### src/rtl/cpu_run_ctrl.sv
// cpu_run_ctrl: run/step/breakpoint controller that gates a processor clock enable.
// Ports:
//   Clk, Reset       - system clock, synchronous active-low reset
//   RunSw, StepBtn   - asynchronous run switch and bouncy single-step button
//   BrkEn, BrkAddr   - breakpoint enable and breakpoint PC
//   PCResult         - current processor PC
//   CpuEn            - one-cycle processor advance pulse
//   State, Halted    - controller state (0 HALT, 1 RUN, 2 STEP, 3 BREAK) and halted flag
//   CycleCount       - saturating count of CpuEn pulses
module cpu_run_ctrl #(
    parameter int unsigned DIV_MAX    = 4,
    parameter int unsigned DEB_CYCLES = 4
) (
    input  logic        Clk,
    input  logic        Reset,
    input  logic        RunSw,
    input  logic        StepBtn,
    input  logic        BrkEn,
    input  logic [31:0] BrkAddr,
    input  logic [31:0] PCResult,
    output logic        CpuEn,
    output logic [1:0]  State,
    output logic        Halted,
    output logic [31:0] CycleCount
);

    localparam int unsigned DIV_W = (DIV_MAX > 1) ? $clog2(DIV_MAX) : 1;
    localparam int unsigned DEB_W = $clog2(DEB_CYCLES + 1);

    typedef enum logic [1:0] {
        ST_HALT  = 2'd0,
        ST_RUN   = 2'd1,
        ST_STEP  = 2'd2,
        ST_BREAK = 2'd3
    } state_e;

    state_e             state_q;
    state_e             state_nxt;
    logic [DIV_W-1:0]   div_q;
    logic               tick;
    logic               run_meta;
    logic               run_s;
    logic               step_meta;
    logic               step_s;
    logic [DEB_W-1:0]   deb_cnt;
    logic               deb_level;
    logic               deb_prev;
    logic               step_req;
    logic               skip_q;
    logic               brk_hit;
    logic               cpu_en_nxt;
    logic               halted_nxt;
    logic               skip_nxt;
    logic [31:0]        cycle_nxt;

    // Free-running processor tick divider
    assign tick = (div_q == DIV_W'(DIV_MAX - 1));

    always_ff @(posedge Clk) begin
        if (!Reset) begin
            div_q <= '0;
        end else if (tick) begin
            div_q <= '0;
        end else begin
            div_q <= div_q + DIV_W'(1);
        end
    end

    // Two-flop synchronizers for the asynchronous switch and button
    always_ff @(posedge Clk) begin
        if (!Reset) begin
            run_meta  <= 1'b0;
            run_s     <= 1'b0;
            step_meta <= 1'b0;
            step_s    <= 1'b0;
        end else begin
            run_meta  <= RunSw;
            run_s     <= run_meta;
            step_meta <= StepBtn;
            step_s    <= step_meta;
        end
    end

    // Debounce: level follows step_s only after DEB_CYCLES consecutive differing samples;
    // step_req is a registered one-cycle pulse on the debounced rising edge.
    always_ff @(posedge Clk) begin
        if (!Reset) begin
            deb_cnt   <= '0;
            deb_level <= 1'b0;
            deb_prev  <= 1'b0;
            step_req  <= 1'b0;
        end else begin
            if (step_s != deb_level) begin
                if (deb_cnt == DEB_W'(DEB_CYCLES - 1)) begin
                    deb_level <= step_s;
                    deb_cnt   <= '0;
                end else begin
                    deb_cnt   <= deb_cnt + DEB_W'(1);
                end
            end else begin
                deb_cnt <= '0;
            end
            deb_prev <= deb_level;
            step_req <= deb_level & ~deb_prev;
        end
    end

    // Breakpoint is suppressed until the first tick after entering RUN
    assign brk_hit = BrkEn && !skip_q && (PCResult == BrkAddr);

    // State register
    always_ff @(posedge Clk) begin
        if (!Reset) begin
            state_q <= ST_HALT;
        end else begin
            state_q <= state_nxt;
        end
    end

    // Next-state logic; STEP leaves only once its pulse is on CpuEn so the pulse
    // never overlaps HALT or BREAK.
    always_comb begin
        state_nxt = state_q;
        case (state_q)
            ST_HALT: begin
                if (run_s) begin
                    state_nxt = ST_RUN;
                end else if (step_req) begin
                    state_nxt = ST_STEP;
                end
            end
            ST_RUN: begin
                if (!run_s) begin
                    state_nxt = ST_HALT;
                end else if (tick && brk_hit) begin
                    state_nxt = ST_BREAK;
                end
            end
            ST_STEP: begin
                if (CpuEn) begin
                    state_nxt = run_s ? ST_BREAK : ST_HALT;
                end
            end
            ST_BREAK: begin
                if (!run_s) begin
                    state_nxt = ST_HALT;
                end else if (step_req) begin
                    state_nxt = ST_STEP;
                end
            end
            default: state_nxt = ST_HALT;
        endcase
    end

    // Output logic: next values of the registered outputs
    always_comb begin
        cpu_en_nxt = 1'b0;
        skip_nxt   = skip_q;
        cycle_nxt  = CycleCount;
        halted_nxt = (state_nxt == ST_HALT) || (state_nxt == ST_BREAK);

        case (state_q)
            ST_RUN:  cpu_en_nxt = run_s && tick && !brk_hit;
            ST_STEP: cpu_en_nxt = !CpuEn && tick;
            default: cpu_en_nxt = 1'b0;
        endcase

        if ((state_q != ST_RUN) && (state_nxt == ST_RUN)) begin
            skip_nxt = 1'b1;
        end else if ((state_q == ST_RUN) && tick) begin
            skip_nxt = 1'b0;
        end

        if (CpuEn && (CycleCount != 32'hFFFF_FFFF)) begin
            cycle_nxt = CycleCount + 32'd1;
        end
    end

    // Output registers
    always_ff @(posedge Clk) begin
        if (!Reset) begin
            CpuEn      <= 1'b0;
            Halted     <= 1'b1;
            skip_q     <= 1'b1;
            CycleCount <= '0;
        end else begin
            CpuEn      <= cpu_en_nxt;
            Halted     <= halted_nxt;
            skip_q     <= skip_nxt;
            CycleCount <= cycle_nxt;
        end
    end

    assign State = state_q;

endmodule

### config.mk
export PLATFORM = sky130hd
export DESIGN_NAME = cpu_run_ctrl
export DESIGN_NICKNAME = d
export VERILOG_FILES = /design/src/rtl/cpu_run_ctrl.sv
export SDC_FILE = /design/constraint.sdc
export NUM_CORES = 1
export LEC_CHECK = 0
export CELL_PAD_IN_SITES_DETAIL_PLACEMENT = 1
export CELL_PAD_IN_SITES_GLOBAL_PLACEMENT = 1
export CORE_ASPECT_RATIO = 0.7
export CORE_MARGIN = 2
export CORE_UTILIZATION = 32
export DETAILED_ROUTE_END_ITERATION = 8
export PLACE_DENSITY = 0.91
export SLEW_MARGIN = 20
export SYNTH_ARGS = -nofsm -noshare
export SYNTH_HDL_FRONTEND = slang
export SYNTH_SLANG_ARGS = --single-unit
### constraint.sdc
create_clock -name Clk -period 2.25 [get_ports Clk]
set_input_delay 0.45 -clock Clk [delete_from_list [all_inputs] [get_ports Clk]]
set_output_delay 0.45 -clock Clk [all_outputs]
set_load 0.01 [all_outputs]
; Word level (Yosys, flattened, before mapping)
; Index checks and enable logic that the tools add are counted.
[word_totals]
ff_bits = 49
out_inout_bits = 36
[op_classes]
n_addsub = 3
n_eq_ne = 11
muxes = 9
bitwise_logic = 4
reduce_logical = 19
[ops]
columns = operator, n
row1 = $add A32 B1 Y32 const B, 1
row2 = $eq A32 B32 Y1, 1
row3 = $ne A32 B32 Y1 const B, 1
row4 = $mux W2, 7
row5 = $logic_and A1 B1 Y1, 9
row6 = $eq A2 B2 Y1 const B, 4
row7 = $pmux W2 S4, 1
row8 = $eq A2 B1 Y1 const B, 2
row9 = $logic_not A2 Y1, 2
row10 = $reduce_or A2 Y1, 2
row11 = $add A3 B1 Y3 const B, 1
row12 = $eq A3 B2 Y1 const B, 1
row13 = $logic_not A1 Y1, 3
row14 = $not A1 Y1, 3
row15 = $reduce_or A3 Y1, 1
row16 = $add A2 B1 Y2 const B, 1
row17 = $ne A2 B1 Y1 const B, 1
row18 = $pmux W1 S2, 1
row19 = $reduce_and A2 Y1, 1
row20 = $and A1 B1 Y1, 1
row21 = $logic_or A1 B1 Y1, 1
row22 = $ne A1 B1 Y1, 1

; Depth between registers and ports, before layout
[depth]
depth_word = 10
depth_mapped = 10

; Worst setup path after synthesis
; No wires, ideal clock.
[synth_path]
path_type = register -> register
from = register state_q[1] (netlist: State[1])
to = register Halted
setup_time_ns = 0.125
t_arrival_ns = 1.845
required_time_ns = 2.125
path_slack_ns = 0.280
stages_incl_launch_ff = 9
path_buffers = 0
period_less_slack_ns = 1.970
path_cell_list = dfxtp_1 -> ha_1 -> nor2b_1 -> o211ai_1 -> a21boi_0 -> nand4_1 -> and2_1 -> ha_1 -> nand2b_1
[synth_via]
elab_chain_cells = 5
[synth_lines]
columns = item, line_no
row1 = "start, declared", 37  ; state_e state_q;
row2 = "start signal, assigned", 116  ; state_q <= state_nxt;
row3 = $mux W2 (on tied branches), "128, 147, 135"
row4 = $mux W2 (on tied branches), "145, 126, 133"
row5 = $pmux W2 S4 (*), 124  ; case (state_q)
row6 = $eq A2 B2 Y1 / $logic_not A2 Y1 (equally long branches), 160  ; halted_nxt = (state_nxt == ST_HALT) || (state_nxt == ST_BREAK);
row7 = $logic_or A1 B1 Y1 (*), 160
row8 = via halted_nxt, 52  ; logic halted_nxt;
row9 = "end signal, assigned", 188  ; Halted <= halted_nxt;
row10 = "end, declared", 23  ; output logic Halted,
; Mark *: on every way through the listed nets, which the timed path passes. The rest lies on a longest branch.
; A chain may end at the register's enable or synchronous reset.

; Worst setup path in the final report
[layout_path]
from = input port BrkAddr[16]
to = register skip_q
[layout_via]
elab_chain_cells = 9
[layout_lines]
columns = item, line_no
row1 = "start, declared", 19  ; input logic [31:0] BrkAddr,
row2 = $eq A32 B32 Y1, 109  ; assign brk_hit = BrkEn && !skip_q && (PCResult == BrkAddr);
row3 = $logic_and A1 B1 Y1, 109
row4 = $logic_and A1 B1 Y1, 135  ; end else if (tick && brk_hit) begin
row5 = $mux W2, 135
row6 = $mux W2, 133  ; if (!run_s) begin
row7 = $pmux W2 S4, 124
row8 = $eq A2 B1 Y1, 168  ; if ((state_q != ST_RUN) && (state_nxt == ST_RUN)) begin
row9 = $logic_and A1 B1 Y1, 168
row10 = $reduce_or A2 Y1 (no source line), --
row11 = "end signal, assigned", 189  ; skip_q <= skip_nxt;
row12 = "end, declared", 49  ; logic skip_q;
; Every way passes these cells.

==> flow_metrics.env <==
export IMPL_status="completed"
export IMPL_cts_root_buf="clkbuf_16"
export IMPL_yosysSeqAreaShare_pct=35.2
export IMPL_hpwl_mm=6.98
export IMPL_clkTransAtPathRegs_ns=0.06
export IMPL_syn_mean_instance_area_um2=8.81
export IMPL_cts_htree_levels=2
export IMPL_cp_required_ns=2.41
export IMPL_grt_overflow_total=0
export IMPL_fp_row_count=28
export IMPL_dieArea_mm2=0.00947
export IMPL_hp_start="deb_prev"
export IMPL_stdcell_count=555
export IMPL_power_share_switching_pct=21.8
export IMPL_wl_mm=9.12
export IMPL_r2r_start="State[1]"
export IMPL_switching_power_w=0.000423
export IMPL_rr_endpoint="skip_q"
export IMPL_routedWlPerCell_um=16.4
export IMPL_dieWidth_um=115
export IMPL_crit_path_start="BrkAddr[16]"
export IMPL_nets=512
export IMPL_io_pins=105
export IMPL_nFillCells=992
export IMPL_synth_ff_latch_count=49
export IMPL_cts_buffers=5
export IMPL_postLayoutCellArea_mm2=0.00425
export IMPL_pwr_share_seq_pct=45.6
export IMPL_worstPathArrival_ns=2.35
export IMPL_grt_pass1_wl_mm=14.6
export IMPL_grt_start_max_net_pins=20
export IMPL_crit_type="primary input to register"
export IMPL_ir_worst_vdd_v=0.000259
export IMPL_synth_distinct_cells=50
export IMPL_start_util_pct=33.0
export IMPL_gp_congestion=0.763
export IMPL_setup_violations_final=0
export IMPL_p_int_w=0.00152
export IMPL_drive_gt1_share_pct=10.1
export IMPL_power_density_mw_per_mm2=458
export IMPL_dr_pass1_iters=4
export IMPL_cp_max_fo=3
export IMPL_slew_headroom_pct=58.7
export IMPL_regToRegSetupSlack_ns=0.19
export IMPL_comb_power_share_pct=13.5
export IMPL_yosys_warnings=0
export IMPL_placedCellCount=546
export IMPL_startpoint_type="primary input"
export IMPL_drt_iter0_drc=97
export IMPL_syn_nets=394
export IMPL_synthCells=316
export IMPL_cts_tree="done"
export IMPL_via_per_inst=5.17
export IMPL_synth_flop_cell="dfxtp_1"
export IMPL_hp_class="register to register"
export IMPL_cp_end_kind="register"
export IMPL_slew_viol_final=0
export IMPL_cap_violations=0
export IMPL_io_buffers=104
export IMPL_die_h_um=82.0
export IMPL_antenna_cells=0
export IMPL_synth_edff_count=0
export IMPL_antenna_left=0
export IMPL_min_path_cells=1
export IMPL_hold_violations=0
export IMPL_clk_latency_ns=0.29
export IMPL_gr_usage_all_layers_pct=19.3
export IMPL_numClockSinks=49
export IMPL_design_core_area_mm2=0.00844
export IMPL_skew_ns=0.00888
export IMPL_antenna_found_initial=0
export IMPL_syn_cell_area_mm2=0.00278
export IMPL_tightest_slew_ns=0.619
export IMPL_async_reset_ff_share_pct=0
export IMPL_area_growth_pct=52.6
export IMPL_dpl_cell_area_mm2=0.00404
export IMPL_p_clk_share_pct=40.9
export IMPL_r2r_cells=10
export IMPL_cts_max_path_buffers=2
export IMPL_p_leak_nw=1.47
export IMPL_power_w=0.00194
export IMPL_num_vias=2867
export IMPL_period_share_pct=97.4
export IMPL_fmax_mhz=456
export IMPL_min_period_ns=2.19
export IMPL_drc=0
export IMPL_grt_pass1_vias=3004
export IMPL_min_to="step_req"
[worst max path at each step]
stage | slack, ns | end
2_1_floorplan | 0.28 | Halted
3_3_place_gp | -0.15 | Halted
3_5_place_dp | -0.27 | Halted
4_1_cts | 0.002 | skip_q
5_1_grt | -0.11 | skip_q
6_report | 0.06 | skip_q
[synth_stat cells, types with 2 or more instances]
cell type	count	area share, %
dfxtp_1	49	35
xnor2_1	41	13
a21oi_1	21	3.8
nand2_1	20	2.7
nor2_1	19	2.6
nand4_1	16	3.6
inv_1	13	1.8
o21ai_0	12	2.2
ha_1	9	4.0
nand2b_1	9	2.0
nand3_1	9	1.6
or3_1	9	2.0
and2_1	8	1.8
mux2i_1	7	2.5
a211oi_1	6	1.6
and4_1	5	1.6
clkbuf_1	5	0.67
nor3_1	5	0.90
o31ai_1	5	1.3
or4_1	5	1.3
and3_1	4	0.90
a21o_1	3	0.81
buf_2	3	0.54
and4_2	2	0.72
nor2b_1	2	0.45
nor3b_1	2	0.54
nor4_1	2	0.45
o311ai_0	2	0.63
o41ai_1	2	0.63
[logic make-up (layout without fill, tap and decap cells)]
group	after synthesis	count (layout)	synth area share, %
adders and majority gates	9	9	4.05
AOI/OAI and AO/OA	59	59	13.9
and+or+nand+nor	128	128	27.7
buffers and inverters	22	141	3.37
DFF	49	49	35.2
muxes	7	7	2.52
xor gates and xnor gates	42	42	13.2
[metrics by stage]
step	utilization, %	setup slack (ns)	hold slack [ns]	TNS [ns]
3_3_place_gp	47.9	-0.146	0.372	-0.286
6_report	50.3	0.0581	0.400	0
2_1_floorplan	-	0.280	0.367	0
5_1_grt	50.3	-0.107	0.422	-0.184
3_5_place_dp	47.9	-0.274	0.392	-0.540
4_1_cts	49.8	0.00196	0.405	0
[final cells by class]
class,instances,area [um^2],area share (%)
multi-input combinational,245,1740,41.1
clock buffer,7,153,3.59
inverter,13,48.8,1.15
timing repair buffer,120,1160,27.4
clock inverter,1,5.00,0.118
sequential,49,983,23.2
tap,120,150,3.53
[power by group through the flow]
stage                     Combinational, W  Clock (W)  Sequential (W)
after CTS                         0.000255   0.000807        0.000886
after floorplan                  0.0000940          0        0.000904
after global routing              0.000284   0.000843        0.000887
final                             0.000262   0.000795        0.000886
after global placement            0.000239          0        0.000904
after detailed placement          0.000252          0        0.000905
[placed cells by master (no fill, tap or decap), drive strengths merged, types with 10 or more instances in the layout]
cell,Yosys,routed
o21ai,13,13
a21oi,21,21
nand2,20,20
nand4,18,18
xnor2,41,41
or3,10,10
clkdlybuf4s50,0,103
nor2,20,20
buf,4,16
inv,13,13
dfxtp,49,49
nand3,10,10
[critical path, cell delays in order]
cell,delay [ns]
clkdlybuf4s50_1,0.50
xnor2_2,0.12
nand4_1,0.14
nor4_2,0.32
buf_4,0.17
nand4_1,0.10
and2_4,0.17
ha_2,0.17
a21oi_2,0.12
o21ai_1,0.09
[layer usage]
layer | part of all wire (%) | global-route usage, %
met1 | 42 | 23.0
met2 | 53 | 35.4
met3 | 4.0 | 3.91
met4 | 1.3 | 5.42
met5 | 0 | 0
[flip-flops by register name, indices dropped and copies added, names as in the netlist]
register	flops
CycleCount	32
deb_cnt	3
State	2
div_q	2
CpuEn	1
Halted	1
deb_level	1
deb_prev	1
run_meta	1
run_s	1
skip_q	1
step_meta	1
step_req	1
step_s	1
[repair_timing]
| action | in CTS | in global routing |
|---|---|---|
| pin swaps | 5 | 7 |
| resized for setup | 2 | 10 |
| hold endpoints to repair | 0 | 0 |
| setup endpoints to repair | 1 | 2 |
| setup buffers | 0 | 1 |
| hold buffers | 0 | 0 |
Power figures use the tool's default switching activity.
